===== src/rtl/occ_storage_server.sv =====
// Round-robin responder for four accelerator Occ read ports sharing one synchronous storage.
// Each port holds at most one request; reads are issued one per cycle and returned in issue order.
module occ_storage_server #(
    parameter int ADDR_W = 8,
    parameter int DATA_W = 32,
    parameter int RD_LAT = 1
) (
    input  logic              clk,
    input  logic              rst_n,
    input  logic              storage_ce_1,
    input  logic              storage_ce_2,
    input  logic              storage_ce_3,
    input  logic              storage_ce_4,
    input  logic [ADDR_W-1:0] storage_addr_1,
    input  logic [ADDR_W-1:0] storage_addr_2,
    input  logic [ADDR_W-1:0] storage_addr_3,
    input  logic [ADDR_W-1:0] storage_addr_4,
    output logic [DATA_W-1:0] data_to_alu_1,
    output logic [DATA_W-1:0] data_to_alu_2,
    output logic [DATA_W-1:0] data_to_alu_3,
    output logic [DATA_W-1:0] data_to_alu_4,
    output logic              done_1,
    output logic              done_2,
    output logic              done_3,
    output logic              done_4,
    output logic              mem_ce,
    output logic [ADDR_W-1:0] mem_addr,
    input  logic [DATA_W-1:0] mem_rdata
);

    logic [3:0]        ce_vec;
    logic [ADDR_W-1:0] addr_in [4];

    logic              pend_reg   [4];
    logic              issued_reg [4];
    logic [ADDR_W-1:0] addr_reg   [4];
    logic [DATA_W-1:0] data_reg   [4];
    logic              done_reg   [4];

    logic [3:0]        cand;
    logic [3:0]        ret_hot;
    logic              grant_valid;
    logic [1:0]        grant_id;

    logic              mem_ce_reg;
    logic [ADDR_W-1:0] mem_addr_reg;
    logic [1:0]        rr_reg;

    // Tag stage i travels alongside the read issued i cycles earlier; stage RD_LAT meets mem_rdata.
    logic              tag_valid_reg [RD_LAT+1];
    logic [1:0]        tag_id_reg    [RD_LAT+1];

    assign ce_vec     = {storage_ce_4, storage_ce_3, storage_ce_2, storage_ce_1};
    assign addr_in[0] = storage_addr_1;
    assign addr_in[1] = storage_addr_2;
    assign addr_in[2] = storage_addr_3;
    assign addr_in[3] = storage_addr_4;

    always_comb begin
        ret_hot = '0;
        if (tag_valid_reg[RD_LAT]) begin
            ret_hot[tag_id_reg[RD_LAT]] = 1'b1;
        end
    end

    // First pending-but-unissued port at or after the rr pointer wins.
    always_comb begin
        grant_valid = 1'b0;
        grant_id    = rr_reg;
        for (int i = 0; i < 4; i++) begin
            if (!grant_valid && cand[rr_reg + 2'(i)]) begin
                grant_valid = 1'b1;
                grant_id    = rr_reg + 2'(i);
            end
        end
    end

    genvar gi;
    generate
        for (gi = 0; gi < 4; gi++) begin : g_port
            assign cand[gi] = pend_reg[gi] & ~issued_reg[gi];

            always_ff @(posedge clk or negedge rst_n) begin
                if (!rst_n) begin
                    pend_reg[gi]   <= 1'b0;
                    issued_reg[gi] <= 1'b0;
                    addr_reg[gi]   <= '0;
                    data_reg[gi]   <= '0;
                    done_reg[gi]   <= 1'b0;
                end else begin
                    done_reg[gi] <= ret_hot[gi];
                    if (ret_hot[gi]) begin
                        // A strobe arriving now sees pend still set and is dropped.
                        data_reg[gi]   <= mem_rdata;
                        pend_reg[gi]   <= 1'b0;
                        issued_reg[gi] <= 1'b0;
                    end else begin
                        if (ce_vec[gi] && !pend_reg[gi]) begin
                            pend_reg[gi] <= 1'b1;
                            addr_reg[gi] <= addr_in[gi];
                        end
                        if (grant_valid && grant_id == 2'(gi)) begin
                            issued_reg[gi] <= 1'b1;
                        end
                    end
                end
            end
        end

        for (gi = 1; gi <= RD_LAT; gi++) begin : g_tag
            always_ff @(posedge clk or negedge rst_n) begin
                if (!rst_n) begin
                    tag_valid_reg[gi] <= 1'b0;
                    tag_id_reg[gi]    <= '0;
                end else begin
                    tag_valid_reg[gi] <= tag_valid_reg[gi-1];
                    tag_id_reg[gi]    <= tag_id_reg[gi-1];
                end
            end
        end
    endgenerate

    always_ff @(posedge clk or negedge rst_n) begin
        if (!rst_n) begin
            mem_ce_reg       <= 1'b0;
            mem_addr_reg     <= '0;
            rr_reg           <= 2'd0;
            tag_valid_reg[0] <= 1'b0;
            tag_id_reg[0]    <= '0;
        end else begin
            mem_ce_reg       <= grant_valid;
            tag_valid_reg[0] <= grant_valid;
            tag_id_reg[0]    <= grant_id;
            if (grant_valid) begin
                mem_addr_reg <= addr_reg[grant_id];
                rr_reg       <= grant_id + 2'd1;
            end
        end
    end

    assign mem_ce        = mem_ce_reg;
    assign mem_addr      = mem_addr_reg;
    assign data_to_alu_1 = data_reg[0];
    assign data_to_alu_2 = data_reg[1];
    assign data_to_alu_3 = data_reg[2];
    assign data_to_alu_4 = data_reg[3];
    assign done_1        = done_reg[0];
    assign done_2        = done_reg[1];
    assign done_3        = done_reg[2];
    assign done_4        = done_reg[3];

endmodule

===== config.mk =====
export PLATFORM = sky130hd
export DESIGN_NAME = occ_storage_server
export DESIGN_NICKNAME = d
export VERILOG_FILES = /design/src/rtl/occ_storage_server.sv
export SDC_FILE = /design/constraint.sdc
export NUM_CORES = 1
export LEC_CHECK = 0
export ABC_AREA = 1
export BUFFER_PORTS_ARGS = -buffer_cell sky130_fd_sc_hd__buf_2
export CORE_UTILIZATION = 32
export DETAILED_ROUTE_END_ITERATION = 8
export PLACE_DENSITY = 0.6
export SLEW_MARGIN = 5
export SYNTH_ARGS = -nofsm -noshare
export SYNTH_HDL_FRONTEND = slang
export SYNTH_SLANG_ARGS = --single-unit

===== constraint.sdc =====
create_clock -name clk -period 2.9 [get_ports clk]
set_input_delay 0.435 -clock clk [delete_from_list [all_inputs] [get_ports clk]]
set_output_delay 0.435 -clock clk [all_outputs]
set_load 0.01 [all_outputs]

==> flow_metrics.py, run 1 <==
metrics = {
    "timing": {
        "rsz0062_at_grt": "no",
        "skew_ns": 0.0166,
        "setup_viol": 0,
        "min_period_over_period": 0.767,
        "fmax_ghz": 0.449,
        "slew_headroom": 0.536,
        "period_needed_ns": 2.23,
        "fin_ws_ns": 0.675,
        "worst_pin_slew_ns": 0.696,
        "tns_ns": 0,
        "timing.final.hold_violations": 0,
        "slew_violations": 0,
    },
    "finish": {
        "nFillCells": 2290,
        "area_delta_synth_final_pct": 26.3,
        "antenna_cells": 0,
        "postLayoutCoreUtil": 0.413,
        "layout-drive-gt1-share": 0.324,
        "final_net_count": 1018,
        "post-route-cell-area_mm2": 0.00937,
    },
    "global_routing": {
        "grt_usage": 0.164,
        "grt_pass1_vias": 5482,
        "grt_util_met3": 0.0457,
        "antenna_found_initial": 0,
        "grt-ovfl-total": 0,
        "met1_usage": 0.225,
        "gr-usage-met2": 0.258,
        "top_usage_layer": "met2",
        "grt_pass1_wl_um": 30500,
        "grt_max_degree": 70,
    },
    "logic_synthesis": {
        "synthSimpleGateAreaFrac": 0.175,
        "synth-xor-area-share": 0,
        "synth_edf_count": 0,
        "synthArstFlopShare": 1.00,
        "synth_mux_area_frac": 0.0485,
        "syn_avg_cell_area_um2": 9.96,
        "synth-adder-area-share": 0,
        "ys.flop_type": "dfrtp_1",
        "yosysMostFrequentCell": "nand2_1",
        "synth_top_family_by_area": "simple AND/OR/NAND/NOR gates",
        "synth_compound_area_frac": 0.0934,
        "netlist_area_mm2": 0.00742,
        "yosys.area.top_type": "dfrtp_1",
        "synthTopCellsByCount": "nand2_1, dfrtp_1, o21ai_0, nand3_1, inv_1",
        "synth_cell_types": 23,
        "synth_warnings": 0,
        "ys_ff_latch": 188,
        "syn_nets": 815,
        "postSynthCellCount": 745,
        "synth_area_leaders": "dfrtp_1, nand2_1, o21ai_0",
        "synth_top_area_frac": 0.634,
        "yosysSeqAreaShare": 0.634,
    },
    "routing": {
        "remaining_drc_errors": 0,
        "via_per_inst": 4.51,
        "drt_iter0_drc": 323,
        "postRouteAntennaNets": 0,
        "dr.pass1.iters": 6,
        "wire_per_inst_um": 15.2,
        "num_vias": 5622,
        "drt_wl_total_um": 18900,
    },
    "clock_network": {
        "clk_latency_ns": 0.43,
        "cts.sinks": 188,
        "hold_buffers": 0,
        "post_cts_resized": 0,
        "htreeDepth": 4,
        "post_cts_buffers": 0,
        "clk_pin_slew_worst_paths_ns": 0.08,
        "cts_buffer_depth": 2,
        "cts_buffers": 17,
        "root_buffer": "clkbuf_16",
        "cts_tree": "built",
    },
    "floorplanning": {
        "die_w_um": 154,
        "core-area_mm2": 0.0227,
        "die_h_um": 154,
        "num_rows": 55,
        "initial_utilization": 0.327,
        "ios": 211,
        "fp.dieArea_mm2": 0.0238,
    },
    "placement": {
        "dpl_cell_area_mm2": 0.00877,
        "io_buffer_count": 210,
        "gp_congestion": 0.878,
        "dpl.hpwl_um": 12900,
        "post-place-ws_ns": 0.734,
    },
    "critical_path": {
        "crit_fanout": 17,
        "crit_start": "rr_reg[0]",
        "ff2ff_setup_slack_ns": 0.67,
        "r2r-start": "rr_reg[0]",
        "endpoint_kind": "flip-flop",
        "crit_required_ns": 3.27,
        "criticalPathCategory": "flip-flop to flip-flop",
        "start_kind": "flip-flop",
        "worstPathArrival_ns": 2.59,
    },
    "power": {
        "peakVddDrop_v": 0.000550,
        "p_per_area_mw_per_mm2": 1360,
        "p_leak_nw": 4.89,
    },
    "run_status": {
        "outcome": "finished clean",
    },
    "min_path": {
        "hp-class": "input port to async pin",
    },
    "job": {
        "maxCapViolCount": 0,
    },
}
[routing by layer]
| metal | vias up | part of all wire |
|---|---|---|
| met2 | 151 | 0.47 |
| met5 | - | 0 |
| met3 | 11 | 0.057 |
| met4 | 0 | 0.0086 |
| li1 | 2822 | - |
| met1 | 2638 | 0.47 |
[worst max-delay path, cell delays in order (launching register included)]
cell	delay, ns
dfrtp_1	0.56
inv_2	0.17
nand3_1	0.14
nand3_1	0.09
nand2_2	0.17
nand2_2	0.09
nor2_4	0.13
nand3_4	0.21
nand2_4	0.25
nand2_1	0.07
nand2_1	0.06
nand2_1	0.06
nand2_1	0.07
nand2_1	0.04
nand2_1	0.05
[worst paths after layout]
kind,end,cells after the start
max,mem_addr[0],14
min,addr_reg[31],1
max reg2reg,mem_addr[0],14
min reg2reg,tag_id_reg[0],0
max in group asynchronous,data_to_alu_1[10],2
min in group clk,addr_reg[20],2
[layout make-up]
class	instances	area, um^2	share of cell area
timing repair buffer	218	1140	0.122
clock buffer	18	439	0.0468
multi-input combinational	468	2350	0.251
inverter	55	206	0.0220
tap	285	357	0.0380
clock inverter	14	169	0.0180
sequential	188	4700	0.502
[report_power, final]
| group | switching (mW) | internal (mW) |
|---|---|---|
| Sequential | 0.740 | 3.97 |
| Combinational | 3.62 | 2.08 |
| Clock | 1.17 | 1.19 |
| Total | 5.52 | 7.24 |
[cells by family after synthesis]
group | count (synthesis)
AOI/OAI and AO/OA | 138
buffers and inverters | 89
DFF | 188
muxes | 32
and+or+nand+nor | 298
[cell usage in the layout, fill, tap and decap left out]
cell	count
clkinv_1	2
inv_1	45
buf_4	6
nor2_4	1
nand2_2	13
buf_2	209
clkbuf_8	2
nand3_2	2
clkbuf_16	17
nand2_4	3
nand2_1	221
mux2_2	32
nand3_1	50
inv_6	4
nor3_1	4
clkinv_8	5
nand4_4	1
nand3_4	1
o21ai_0	133
a21oi_1	4
inv_8	4
o211ai_1	1
inv_2	8
nand3b_1	2
buf_12	2
clkinvlp_4	1
dfrtp_1	188
[per-stage QoR]
step | power (mW) | cells | hold WS, ns
after global routing | 13.9 | 1246 | 0.0262
after detailed placement | 10.5 | 1214 | 0.337
after global placement | 10.4 | 1214 | 0.354
after floorplan | 8.50 | 745 | 0.139
after CTS | 12.9 | 1246 | 0.0195
final | 12.8 | 1246 | 0.0110
(Power assumes the default switching activity.)
==> run 2: changes to the inputs <==
--- a/config.mk
+++ b/config.mk
@@ -5,11 +5,11 @@
 export SDC_FILE = /design/constraint.sdc
 export NUM_CORES = 1
 export LEC_CHECK = 0
-export ABC_AREA = 1
+export ABC_AREA = 0
 export BUFFER_PORTS_ARGS = -buffer_cell sky130_fd_sc_hd__buf_2
 export CORE_UTILIZATION = 32
 export DETAILED_ROUTE_END_ITERATION = 8
-export PLACE_DENSITY = 0.6
+export PLACE_DENSITY = 0.62
 export SLEW_MARGIN = 5
 export SYNTH_ARGS = -nofsm -noshare
 export SYNTH_HDL_FRONTEND = slang
==> constraint.sdc (replaced) <==
create_clock -name clk -period 1.8 [get_ports clk]
set_input_delay 0.27 -clock clk [delete_from_list [all_inputs] [get_ports clk]]
set_output_delay 0.27 -clock clk [all_outputs]
set_load 0.01 [all_outputs]
==> run 2 against run 1 <==
Against the previous run:
- wire length down 5.2%
- the run now ends with design-rule violations, negative setup slack left
- global-route usage is 0.16 points lower
- via count is 9.2% lower
- non-clock buffer count grew 35
- largest cell class unchanged
- synthesized area decreased by 2.6%
- setup slack worse by 0.87 ns
- count of clock-buffer cells in the layout decreased by 1
- sequential power grew 59%
- first-iteration DRC count decreased by 31%
- core utilization up 2.7 points
- clock skew fell by 0.0033 ns
==> flow_metrics.py, run 2 <==
metrics = {
    "run_status": {
        "outcome": "finished with violations",
        "failed_checks": "design-rule violations, negative setup slack",
    },
    "timing": {
        "period_needed_ns": 2.00,
        "skew_ns": 0.0133,
        "fin_ws_ns": -0.199,
        "setup_viol": 13,
        "slew_violations": 0,
        "fin_hold_ws_ns": 0.0754,
        "rsz0062_at_grt": "yes",
        "timing.final.hold_violations": 0,
        "min_period_over_period": 1.11,
        "tns_ns": -1.80,
        "slew_headroom": 0.613,
        "fmax_ghz": 0.500,
        "worst_pin_slew_ns": 0.579,
    },
    "routing": {
        "wl_met2_um": 8420,
        "via_per_inst": 4.54,
        "drt_iter0_drc": 222,
        "num_vias": 5102,
        "wire_per_inst_um": 15.9,
        "wl_met3_um": 1030,
        "top_layer_used": "met4",
        "dr.pass1.iters": 8,
        "remaining_drc_errors": 20,
        "met1Wirelength_um": 8280,
        "postRouteAntennaNets": 0,
        "drt_wl_total_um": 17900,
    },
    "critical_path": {
        "crit_start": "pend_reg[1]",
        "crit_required_ns": 2.11,
        "criticalPathCategory": "flip-flop to flip-flop",
        "r2r-start": "pend_reg[1]",
        "endpoint_kind": "flip-flop",
        "regToRegEndpoint": "mem_addr[1]",
        "crit_fanout": 4,
        "worstPathArrival_ns": 2.31,
        "worstRegToRegCells": 6,
        "start_kind": "flip-flop",
        "ff2ff_setup_slack_ns": -0.20,
        "endpoint": "mem_addr[1]",
    },
    "logic_synthesis": {
        "ys_ff_latch": 188,
        "synth-adder-area-share": 0,
        "synth_top_area_frac": 0.651,
        "synth_top_family_by_area": "multiplexers",
        "synth_mux_area_frac": 0.185,
        "synthArstFlopShare": 1.00,
        "synth_cell_types": 32,
        "synth_edf_count": 0,
        "netlist_area_mm2": 0.00723,
        "synth_compound_area_frac": 0.0173,
        "syn_nets": 653,
        "ys.flop_type": "dfrtp_1",
        "synth_warnings": 0,
        "yosysSeqAreaShare": 0.651,
        "synthSimpleGateAreaFrac": 0.129,
        "synth_area_leaders": "dfrtp_1, mux2_2, nand2_1",
        "postSynthCellCount": 583,
        "syn_avg_cell_area_um2": 12.4,
        "yosys.area.top_type": "dfrtp_1",
        "yosysMostFrequentCell": "nand2_1",
        "synth-xor-area-share": 0.00121,
        "synthTopCellsByCount": "nand2_1, dfrtp_1, mux2_2, clkbuf_1, nor2_1",
    },
    "placement": {
        "post-place-ws_ns": -0.189,
        "dp.cells": 1088,
        "dpl.hpwl_um": 12400,
        "io_buffer_count": 210,
        "gp_congestion": 0.773,
    },
    "global_routing": {
        "grt_max_degree": 55,
        "antenna_found_initial": 0,
        "grt_pass1_vias": 5301,
        "grt_pass1_wl_um": 29500,
        "grt_usage": 0.162,
        "grt-ovfl-total": 0,
    },
    "min_path": {
        "hp-class": "input port to flip-flop",
    },
    "clock_network": {
        "clk_pin_slew_worst_paths_ns": 0.07,
        "cts.sinks": 188,
        "cts_buffer_depth": 2,
        "cts_tree": "built",
        "cts_buffers": 17,
        "htreeDepth": 4,
        "root_buffer": "clkbuf_16",
        "clk_latency_ns": 0.42,
    },
    "floorplanning": {
        "die_h_um": 152,
        "fp.dieArea_mm2": 0.0232,
        "core-area_mm2": 0.0220,
        "die_w_um": 152,
        "ios": 211,
        "initial_utilization": 0.329,
        "num_rows": 54,
    },
    "finish": {
        "final_net_count": 903,
        "fin_cells": 1124,
        "area_delta_synth_final_pct": 33.6,
        "mostFrequentLayoutCells": "buf_2, nand2_1, dfrtp_1",
        "antenna_cells": 0,
        "layout-drive-gt1-share": 0.479,
        "nFillCells": 2066,
        "final_common_cell": "buf_2",
    },
    "power": {
        "power_mw": 21.3,
        "p_leak_nw": 4.87,
        "p_per_area_mw_per_mm2": 2210,
        "peakVddDrop_v": 0.000835,
    },
    "job": {
        "maxCapViolCount": 0,
    },
}
[run 2: cell count changes in the layout (fill, tap and decap cells not counted), moves of 10 or more]
cell,before,now
buf_4,6,30
mux2i_1,0,10
nor2_1,0,13
o21ai_0,133,2
inv_1,45,2
nand2_1,221,198
nand3_1,50,1
mux2_2,32,98
nand2_2,13,1
[run 2: cells by family (layout without fill, tap and decap cells)]
group,after synthesis,after routing
AND/OR/NAND/NOR,230,230
flip-flops,188,188
multiplexers,117,117
buffers and inverters,29,290
AO/OA/AOI/OAI,18,18
XOR/XNOR,1,1
[run 2: layout make-up]
type                            instances  area (um^2)  area share
Inverter                                7         28.8     0.00298
Tap cell                              280          350      0.0363
Timing Repair Buffer                  253         1500       0.155
Multi-Input combinational cell        366         2490       0.257
Clock inverter                         13          164      0.0170
Sequential cell                       188         4700       0.487
Clock buffer                           17          425      0.0440
[run 2: report_power, final]
part / internal, mW / switching [mW]
clock network: 2.18 / 1.65
registers: 6.42 / 1.08
logic: 5.12 / 4.88
total: 13.7 / 7.61
[run 2: worst max-delay path, cell delays in order, from the launching register on]
cell and delay (ns):
dfrtp_1 0.38, nor2b_4 0.13, or3_4 0.37, a32oi_4 0.23, inv_4 0.08, mux4_2 0.42
mux2_2 0.27
[run 2: worst min-delay path by stage]
stage,from,end,cells after the start
floorplan,rst_n,addr_reg[0],0
global placement,rst_n,data_to_alu_1[10],1
detailed placement,rst_n,data_to_alu_4[5],1
CTS,storage_addr_4[5],addr_reg[5],2
global route,storage_addr_1[1],addr_reg[25],2
finish,storage_addr_3[5],addr_reg[13],2
[run 2: repair_timing]
action | 4_1_cts | 5_1_grt
cloned | 1 | 0
setup endpoints to repair | 10 | 22
resized for setup | 4 | 9
pin swaps | 1 | 5
setup buffers | 1 | 4
endpoints found under the hold margin | 42 | 0
hold buffers | 1 | 0
[run 2: metrics by stage]
stage	area (um^2)	util
after floorplan	7270	-
after global placement	8950	0.408
after detailed placement	8950	0.408
after CTS	9610	0.438
after global routing	9660	0.440
final	9660	0.440
[run 2: metal layers]
metal  vias up  track usage
met5         -            0
met4         0       0.0418
met3        15       0.0452
met2       154        0.263
li1       2430            -
met1      2503        0.214
